--- src/rtl/uart_tx.sv ---
// Byte-serial UART transmitter (8N1/8N2) paced by an external baud strobe.
// A one-entry holding buffer lets the next byte queue so frames go out back to back.
module uart_tx #(
  parameter int unsigned STOP_BITS = 1
) (
  input  logic       CLKIN,
  input  logic       RESETN,
  input  logic       BAUD_EN,
  input  logic [7:0] DATA,
  input  logic       VALID,
  output logic       READY,
  output logic       TX,
  output logic       BUSY
);

  localparam int unsigned DATA_W = 8;
  localparam int unsigned IDX_W  = 3;
  localparam int unsigned STOP_W = 1;

  typedef enum logic [1:0] {
    S_IDLE,
    S_START,
    S_DATA,
    S_STOP
  } state_t;

  state_t              state_q;
  logic [DATA_W-1:0]   hold_q;
  logic                hold_full_q;
  logic [DATA_W-1:0]   shift_q;
  logic [IDX_W-1:0]    idx_q;
  logic [STOP_W-1:0]   stop_cnt_q;

  logic accept;
  logic stop_done;
  logic load;

  // READY mirrors the empty buffer, so an accept can never coincide with a load.
  assign accept    = VALID & READY;
  assign stop_done = (32'(stop_cnt_q) + 32'd1) >= STOP_BITS;
  assign load      = BAUD_EN & hold_full_q &
                     ((state_q == S_IDLE) | ((state_q == S_STOP) & stop_done));

  always_ff @(posedge CLKIN or negedge RESETN) begin
    if (!RESETN) begin
      state_q     <= S_IDLE;
      hold_q      <= '0;
      hold_full_q <= 1'b0;
      shift_q     <= '0;
      idx_q       <= '0;
      stop_cnt_q  <= '0;
      READY       <= 1'b1;
      TX          <= 1'b1;
      BUSY        <= 1'b0;
    end else begin
      if (load) begin
        shift_q     <= hold_q;
        hold_full_q <= 1'b0;
        READY       <= 1'b1;
        TX          <= 1'b0;
        state_q     <= S_START;
      end else if (BAUD_EN) begin
        case (state_q)
          S_IDLE: begin
            TX <= 1'b1;
          end
          S_START: begin
            TX      <= shift_q[0];
            idx_q   <= '0;
            state_q <= S_DATA;
          end
          S_DATA: begin
            shift_q <= {1'b0, shift_q[DATA_W-1:1]};
            if (idx_q != IDX_W'(DATA_W - 1)) begin
              TX    <= shift_q[1];
              idx_q <= idx_q + IDX_W'(1);
            end else begin
              TX         <= 1'b1;
              stop_cnt_q <= '0;
              state_q    <= S_STOP;
            end
          end
          S_STOP: begin
            if (!stop_done) begin
              stop_cnt_q <= stop_cnt_q + STOP_W'(1);
            end else begin
              state_q <= S_IDLE;
              BUSY    <= 1'b0;
            end
          end
          default: begin
            state_q <= S_IDLE;
            TX      <= 1'b1;
          end
        endcase
      end

      // Placed last so a same-edge accept keeps BUSY high as the frame ends.
      if (accept) begin
        hold_q      <= DATA;
        hold_full_q <= 1'b1;
        READY       <= 1'b0;
        BUSY        <= 1'b1;
      end
    end
  end

endmodule

--- config.mk ---
export PLATFORM = sky130hd
export DESIGN_NAME = uart_tx
export DESIGN_NICKNAME = d
export VERILOG_FILES = /design/src/rtl/uart_tx.sv
export SDC_FILE = /design/constraint.sdc
export NUM_CORES = 1
export LEC_CHECK = 0
export BUFFER_PORTS_ARGS = -buffer_cell sky130_fd_sc_hd__buf_2
export CAP_MARGIN = 20
export CORE_UTILIZATION = 35
export DETAILED_ROUTE_END_ITERATION = 8
export PLACE_DENSITY = 0.59
export SLEW_MARGIN = 20
export SYNTH_ARGS = -nofsm -noshare
export SYNTH_HDL_FRONTEND = slang
export SYNTH_SLANG_ARGS = --single-unit
--- constraint.sdc ---
create_clock -name CLKIN -period 2 [get_ports CLKIN]
set_input_delay 0.1 -clock CLKIN [delete_from_list [all_inputs] [get_ports CLKIN]]
set_output_delay 0.1 -clock CLKIN [all_outputs]
set_load 0.02 [all_outputs]
# Word level (Yosys, flattened, before mapping)
# Index checks and enable logic that the tools add are counted.
# totals
register_bits	26
# classes
magnitude_cmp	1
n_eq_ne	10
reduce_logical	17
add_sub_neg	3
n_bitwise	6
mux	26
# ops
op	n
two-way mux 8 bit	3
nonzero test 2 bit	8
two-way mux 1 bit	14
AND reduction 4 bit	3
!= test 3 bit, second input constant	3
two-way mux 2 bit	4
!= test 2 bit, second input constant	4
nonzero test 4 bit	2
case mux 2 bit (3 select lines)	1
case mux 3 bit (2 select lines)	1
AND reduction 5 bit	1
bitwise AND 1 bit	4
equality test 2 bit, second input constant	2
AND reduction 2 bit	2
adder 3 x 1 -> 3 bit, second input constant	1
two-way mux 3 bit	1
case mux 1 bit (3 select lines)	1
adder 1 x 1 -> 2 bit, second input constant	1
equality test 2 x 1 -> 1 bit, second input constant	1
>= comparator 2 x 1 -> 1 bit, second input constant	1
zero test 2 bit	1
case mux 1 bit (2 select lines)	1
adder 1 bit, second input constant	1
inverter 1 bit	1
bitwise OR 1 bit	1

# Logic depth before layout (Yosys ltp)
# Gate-level depths: netlist of the first run.
# depth
word_depth	7
ltp_mapped	6
ltp_nobuf	5

# Least setup slack after synthesis of the first run
# No wires, ideal clock.
# synth_path
path_type	reg2reg
startpoint	reg state_q[0]
endpoint	reg idx_q[0]
arrival_ps	1436
synth_period_minus_slack_ps	1557
path_slack_ps	443
path_buffers	0
stages_incl_launch_ff	6
path_cell_list	dfrtp_1 inv_1 ha_1 and3b_1 mux2_2 a22o_1
# synth_between
elab_chain_cells	6
# synth_rtl
element	line	rtl
start: declaration	27	state_t state_q;
start signal: assignment	46	state_q <= S_IDLE;
start signal: assignment	61	state_q <= S_START;
start signal: assignment	70	state_q <= S_DATA;
equality test 2 bit	42	((state_q == S_IDLE) | ((state_q == S_STOP) & stop_done));
bitwise AND 1 bit	42	
bitwise OR 1 bit	42	
bitwise AND 1 bit	41	assign load = BAUD_EN & hold_full_q &
inverter 1 bit (no line)	--	
AND reduction 4 bit (no line)	--	
end signal: assignment	76	idx_q <= idx_q + IDX_W'(1);
end: declaration	31	logic [IDX_W-1:0] idx_q;
# Several ways; a longest one is shown, not always the timed one.
# A chain may end at the register's enable or synchronous reset.

# Worst setup path in the final report of the first run
# layout_path
startpoint	reg state_q[1]
endpoint	reg state_q[1]
# layout_between
elab_chain_cells	6
# layout_rtl
element	line
equality test 2 bit	42, 63
bitwise AND 1 bit	42
bitwise OR 1 bit	42
bitwise AND 1 bit	41
!= test 3 bit (no line) (tied with other cells)	--
AND reduction 4 bit (no line)	--
# Several ways; a longest one is shown, not always the timed one. The select of a mux whose other input is x is not followed.

==> metrics.md, run 1 <==
| Metric | Value |
|---|---|
| Final setup vio count | `0` |
| Residual DRC | `0` |
| Crit Path Class | `reg -> reg` |
| Top sig layer | `met4` |
| Initial drt markers | `30` |
| Pwr Density | `a little over 900 mW/mm^2` |
| R2r setup slk | `about 280 ps` |
| CP required | `roughly 2300 ps` |
| Max-Cap Viols | `0` |
| Worst R2R End | `state_q[1]$_DFFE_PN0P_` |
| Register area share after synthesis | `49.1%` |
| Pleak | `approximately 0.00072 uW` |
| Post-DR wirelength/cell | `around 13 um` |
| Antenna Nets Post-Route | `0` |
| TritonCTS clock tree | `done` |
| Ant. Diodes | `0` |
| Worst setup EP type | `flip-flop` |
| Worst Setup Start Kind | `flip-flop` |
| Latest clock arrival within the worst-skew pair | `approximately 320 ps` |
| Worst slew margin | `a little under two thirds` |
| Reg2reg start | `state_q[1]$_DFFE_PN0P_` |
| Synth Instances | `between 100 and 150` |
| Crit path arrival time | `1970 ps` |
| First-pass GRT wire length | `approximately 4100 um` |
| Initial Util | `37.4%` |
| CTS sink cnt | `25` |
| Met3 WL | `70 um` |
| GRT Residual Overflow | `0` |
| RSZ-0062 raised after global routing | `false` |
| Fin Setup TNS | `0 ps` |
| Clk_skew | `roughly 2.6 ps` |
| Hold Crit Class | `in -> reg` |
| Clock root cell | `clkbuf_4` |
| Post-Syn Nets | `between 100 and 150` |
| Largest net degree at the start of global routing | `26` |
| Tmin final | `between 1500 and 2000 ps` |
| Ys Warns | `0` |
| Dominant synthesized flop cell | `dfrtp_1` |
| Post-CTS Resized | `0` |
| Most frequent cells in the layout | `dfrtp_1 (23), buf_2 (14), a22o_1 (13), nand2_1 (11)` |
| CP Launch Point | `state_q[1]$_DFFE_PN0P_` |
| WL final | `around 2300 um` |
| Routability cong. | `between 0.7 and 0.8` |
| Max VDD drop | `between 300 and 400 uV` |
| Worst Path Max Fanout | `6` |
| Final Max Slew Viols | `0` |
| Clock slew at reported path FFs | `130 ps` |
| Die Span Y | `about 62 um` |
| Final hold viol count | `0` |
| Final setup margin | `280 ps` |
| Synthesized area | `between 0.001 and 0.0015 mm^2` |
| Async SR Flop Fraction | `100%` |
| Die area | `roughly 0.0039 mm^2` |
| Area grow syn2layout | `17.3%` |
| Status | `complete, no violations` |
| I/O Pins | `15` |
| Worst r2r path cells | `6` |
| Vias in the first global route | `about 950` |
| Commonest non-fill, non-tap cell in the layout | `dfrtp_1` |
| Row Count | `21` |
| Total Routing Usage GR | `13.5%` |
| IO Port Bufs | `14` |
| WL met1 | `between 1000 and 1500 um` |
| Initial antenna violation count | `0` |
| Fmax achieved | `between 500 and 600 MHz` |
| Nets | `~160` |
| Syn avg cell area | `roughly 11 um^2` |
| DR pass1 iterations | `4` |
| Hpwl dp | `roughly 1700 um` |
| Via count | `941` |
| Yosys cell types | `30` |
| Share of layout cells above drive strength 1 | `26.3%` |
| Place WS | `approximately 290 ps` |
| H-tree Lvls | `1` |
| CORE AREA | `approximately 0.0034 mm^2` |
| Max Buffers Root-to-Sink | `2` |
| Number of CTS-inserted buffers | `3` |
| Met2 wire len | `between 1000 and 1500 um` |
| Fin crit share | `a little under nine tenths` |
| Number of synthesized flops with an enable pin | `0` |
| Synth Register Bits | `25` |
| Vias per cell | `slightly above 5` |
| Horiz. Die Dim | `around 62 um` |
| CP endpoint | `state_q[1]$_DFFE_PN0P_` |
| Worst Tran Pin Value | `545 ps` |
==> sequential cells by signal (all words and copies together) (netlist names) <==
| register | cells |
|---|---|
| hold_q | 8 |
| shift_q | 8 |
| idx_q | 3 |
| state_q | 2 |
| BUSY | 1 |
| READY | 1 |
| TX | 1 |
| hold_full_q | 1 |
==> per-stage QoR <==
step	instances	util, %	hold WS (ps)	area (um^2)	power (uW)
final	183	43.9	19.4	1500	1390
after global routing	183	43.9	0.762	1500	1490
after CTS	183	43.9	5.25	1500	1410
after detailed placement	170	40.5	126	1380	1180
after global placement	170	40.5	128	1380	1150
after floorplan	113	-	-196	1280	1080
==> power by group <==
part	switching (uW)	leakage, uW	internal (uW)
clock	146	0.0000177	75.0
combinational	288	0.000370	263
sequential	54.2	0.000334	564
==> area by class of cell <==
class                   count  area [um^2]
clock buffers               3         22.5
clock inverters             1         5.00
fillers                   342         1920
inverters                   3         11.3
multi-input cells          79          593
flip-flops and latches     25          628
well taps                  46         57.6
repair buffers             26          183
==> cell usage after synthesis (all sizes together), types with 2 or more instances <==
cell type  count  area (um^2)
buf            4         38.8
a22o          13          114
o21ai         11         58.8
o211ai         2         15.0
clkbuf         2         7.51
mux2           9          101
a21oi          4         20.0
nor2           3         11.3
dfrtp         23          576
nand2         11         41.3
nand3b         7         52.6
ha             7         87.6
inv            3         11.3
dfstp          2         52.6
==> routing by layer <==
layer,vias to the layer above,global-route usage [%]
li1,462,-
met1,456,15.9
met2,18,23.1
met3,5,2.74
met4,0,6.98
met5,-,0
==> how the worst min path moves through the flow <==
| stage | from | cells past startpoint | to | slack [ps] |
|---|---|---|---|---|
| after global routing | DATA[1] | 2 | hold_q[1]$_DFFE_PN0P_ | 0.8 |
| final | DATA[1] | 2 | hold_q[1]$_DFFE_PN0P_ | 20 |
| after detailed placement | RESETN | 1 | shift_q[5]$_DFFE_PN0P_ | 130 |
| after CTS | DATA[1] | 2 | hold_q[1]$_DFFE_PN0P_ | 5 |
| after floorplan | RESETN | 0 | BUSY$_DFFE_PN0P_ | -200 |
| after global placement | RESETN | 1 | shift_q[5]$_DFFE_PN0P_ | 130 |
==> timing repair <==
action                    in CTS  in global routing
buffers inserted               0                  0
hold buffers                   9                  0
hold endpoints to repair      31                  0
==> worst max-delay path, stage by stage (launching register included) <==
cell and delay [ps]:
dfrtp_1 460, inv_1 90, ha_1 390, nor2b_2 90, buf_4 150, or3_1 310, o211ai_1 150
==> cells by family (layout without fill, tap and decap cells) <==
family | count (synthesis) | in the layout | synth area share, %
buffers and inverters | 9 | 33 | 4.50
AOI/OAI and AO/OA | 34 | 34 | 18.9
muxes | 9 | 9 | 7.93
and+or+nand+nor | 29 | 29 | 12.7
DFF | 25 | 25 | 49.1
adders and majority gates | 7 | 7 | 6.85
Note: power is estimated with default switching activity, not from simulation.
==> inputs of run 2 (changes only) <==
--- a/config.mk
+++ b/config.mk
@@ -7,9 +7,11 @@
 export LEC_CHECK = 0
 export BUFFER_PORTS_ARGS = -buffer_cell sky130_fd_sc_hd__buf_2
 export CAP_MARGIN = 20
+export CELL_PAD_IN_SITES_DETAIL_PLACEMENT = 1
+export CELL_PAD_IN_SITES_GLOBAL_PLACEMENT = 1
 export CORE_UTILIZATION = 35
 export DETAILED_ROUTE_END_ITERATION = 8
-export PLACE_DENSITY = 0.59
+export PLACE_DENSITY = 0.7
 export SLEW_MARGIN = 20
 export SYNTH_ARGS = -nofsm -noshare
 export SYNTH_HDL_FRONTEND = slang
==> metrics.md, run 2 (same netlist as run 1, synthesis figures left out) <==
| Metric | Value |
|---|---|
| DR pass1 iterations | `4` |
| Cell Area, Placed | `0.00139 mm^2` |
| Reg2reg start | `state_q[0]$_DFFE_PN0P_` |
| Final setup vio count | `0` |
| Post-layout instance area | `between 0.001 and 0.0015 mm^2` |
| Post-DR wirelength/cell | `roughly 16 um` |
| Postcts setup bufs | `0` |
| IO Port Bufs | `14` |
| H-tree Lvls | `1` |
| Max VDD drop | `between 400 and 500 uV` |
| Area of the multi-input gates | `about 600 um^2` |
| Worst Path Max Fanout | `8` |
| Pleak | `roughly 0.0007 uW` |
| Initial antenna violation count | `0` |
| CP endpoint | `shift_q[4]$_DFFE_PN0P_` |
| Hold_buf cts | `4` |
| Via count | `955` |
| Share of layout cells above drive strength 1 | `a little over a quarter` |
| Worst R2R End | `shift_q[4]$_DFFE_PN0P_` |
| CTS sink cnt | `25` |
| Nets | `roughly 160` |
| Die Span Y | `62.4 um` |
| Number of fillers in the final layout | `400` |
| Vias in the first global route | `1012` |
| Placed insts | `between 150 and 200` |
| Fin Setup TNS | `0 ps` |
| Worst Tran Pin Value | `roughly 570 ps` |
| Initial Util | `37.4%` |
| Antenna Nets Post-Route | `0` |
| Total Routing Usage GR | `about 16%` |
| I/O Pins | `15` |
| Max-Cap Viols | `0` |
| Tmin final | `1830 ps` |
| TritonCTS clock tree | `done` |
| Number of CTS-inserted buffers | `3` |
| GRT Residual Overflow | `0` |
| Die area | `approximately 0.004 mm^2` |
| Biggest regs | `hold_q (8), shift_q (8), idx_q (3)` |
| Worst slew margin | `62.3%` |
| R2r setup slk | `about 170 ps` |
| Row Count | `21` |
| Clock root cell | `clkbuf_4` |
| WL final | `around 2800 um` |
| Largest net degree at the start of global routing | `26` |
| Clk_skew | `around 1 ps` |
| Vias per cell | `5.25` |
| Latest clock arrival within the worst-skew pair | `approximately 310 ps` |
| Final hold viol count | `0` |
| Commonest non-fill, non-tap cell in the layout | `dfrtp_1` |
| Status | `complete, no violations` |
| Hpwl dp | `approximately 2000 um` |
| Hold Crit Class | `in -> reg` |
| Residual DRC | `0` |
| Max Buffers Root-to-Sink | `2` |
| First-pass GRT wire length | `4930 um` |
| Area grow syn2layout | `16.2%` |
| Worst Setup Start Kind | `flip-flop` |
| RSZ-0062 raised after global routing | `false` |
| Pwr Density | `roughly 950 mW/mm^2` |
| Final Max Slew Viols | `0` |
| CP required | `2220 ps` |
| Ant. Diodes | `0` |
| Worst r2r path cells | `5` |
| Most frequent cells in the layout | `dfrtp_1 (23), buf_2 (14), a22o_1 (13), nand2_1 (11), mux2_2 (9)` |
| Non-filler cells, final | `~180` |
| CP Launch Point | `state_q[0]$_DFFE_PN0P_` |
| Routability cong. | `0.758` |
| Worst setup EP type | `flip-flop` |
| Crit path arrival time | `slightly above 2000 ps` |
| CORE AREA | `between 0.003 and 0.004 mm^2` |
| Post-CTS Resized | `0` |
| Horiz. Die Dim | `between 60 and 70 um` |
| Fin crit share | `just over 90%` |
| Sequential cell area | `approximately 630 um^2` |
| Total Power | `about 1400 uW` |
| Worst hold slack | `approximately 10 ps` |
| Initial drt markers | `14` |
| Fmax achieved | `between 500 and 600 MHz` |
| Clock slew at reported path FFs | `between 100 and 150 ps` |
| Crit Path Class | `reg -> reg` |
-- run 2: cell count changes in the layout (fill, tap and decap cells not counted) --
cell,previous run,this run
clkbuf_1,0,1
buf_4,3,4
dlygate4sd3_1,9,7
clkinv_2,1,0
-- run 2: worst min-delay path by stage --
stage	end	start	cells past startpoint	slack, ps
floorplan	BUSY$_DFFE_PN0P_	RESETN	0	-200
global placement	idx_q[2]$_DFFE_PN0P_	RESETN	1	130
detailed placement	hold_q[3]$_DFFE_PN0P_	RESETN	1	130
CTS	hold_q[7]$_DFFE_PN0P_	DATA[7]	2	2
global route	hold_q[2]$_DFFE_PN0P_	DATA[2]	2	1
finish	hold_q[2]$_DFFE_PN0P_	DATA[2]	2	10
-- run 2: layer usage --
metal | share of wire (%) | track usage, % | vias up
li1 | - | - | 454
met3 | 2.4 | 3.83 | 2
met2 | 50 | 28.4 | 11
met5 | 0 | 0 | -
met4 | 0.85 | 2.62 | 0
met1 | 46 | 20.5 | 488
-- run 2: where the power goes --
group          internal [uW]  leakage, uW  switching, uW
registers                565     0.000334           55.0
logic                    261     0.000367            311
clock network           77.9    0.0000150            145
-- run 2: worst max-delay path, stage by stage, from the launching register on --
cell and delay [ps]:
dfrtp_1 440, inv_1 100, ha_1 390, nor2b_2 340, o21ai_2 190, a22o_1 280
-- run 2: layout make-up --
type	instances	share of cell area (%)
flip-flops and latches	25	42.3
multi-input cells	79	39.9
repair buffers	25	11.4
well taps	46	3.87
clock buffers	4	1.77
inverters	3	0.758
-- run 2: through the flow --
step                worst slack (ps)  utilization, %
floorplan                        443               -
global placement                 293            40.7
detailed placement               175            40.7
CTS                              149            42.6
global route                    42.1            43.5
finish                           168            43.5
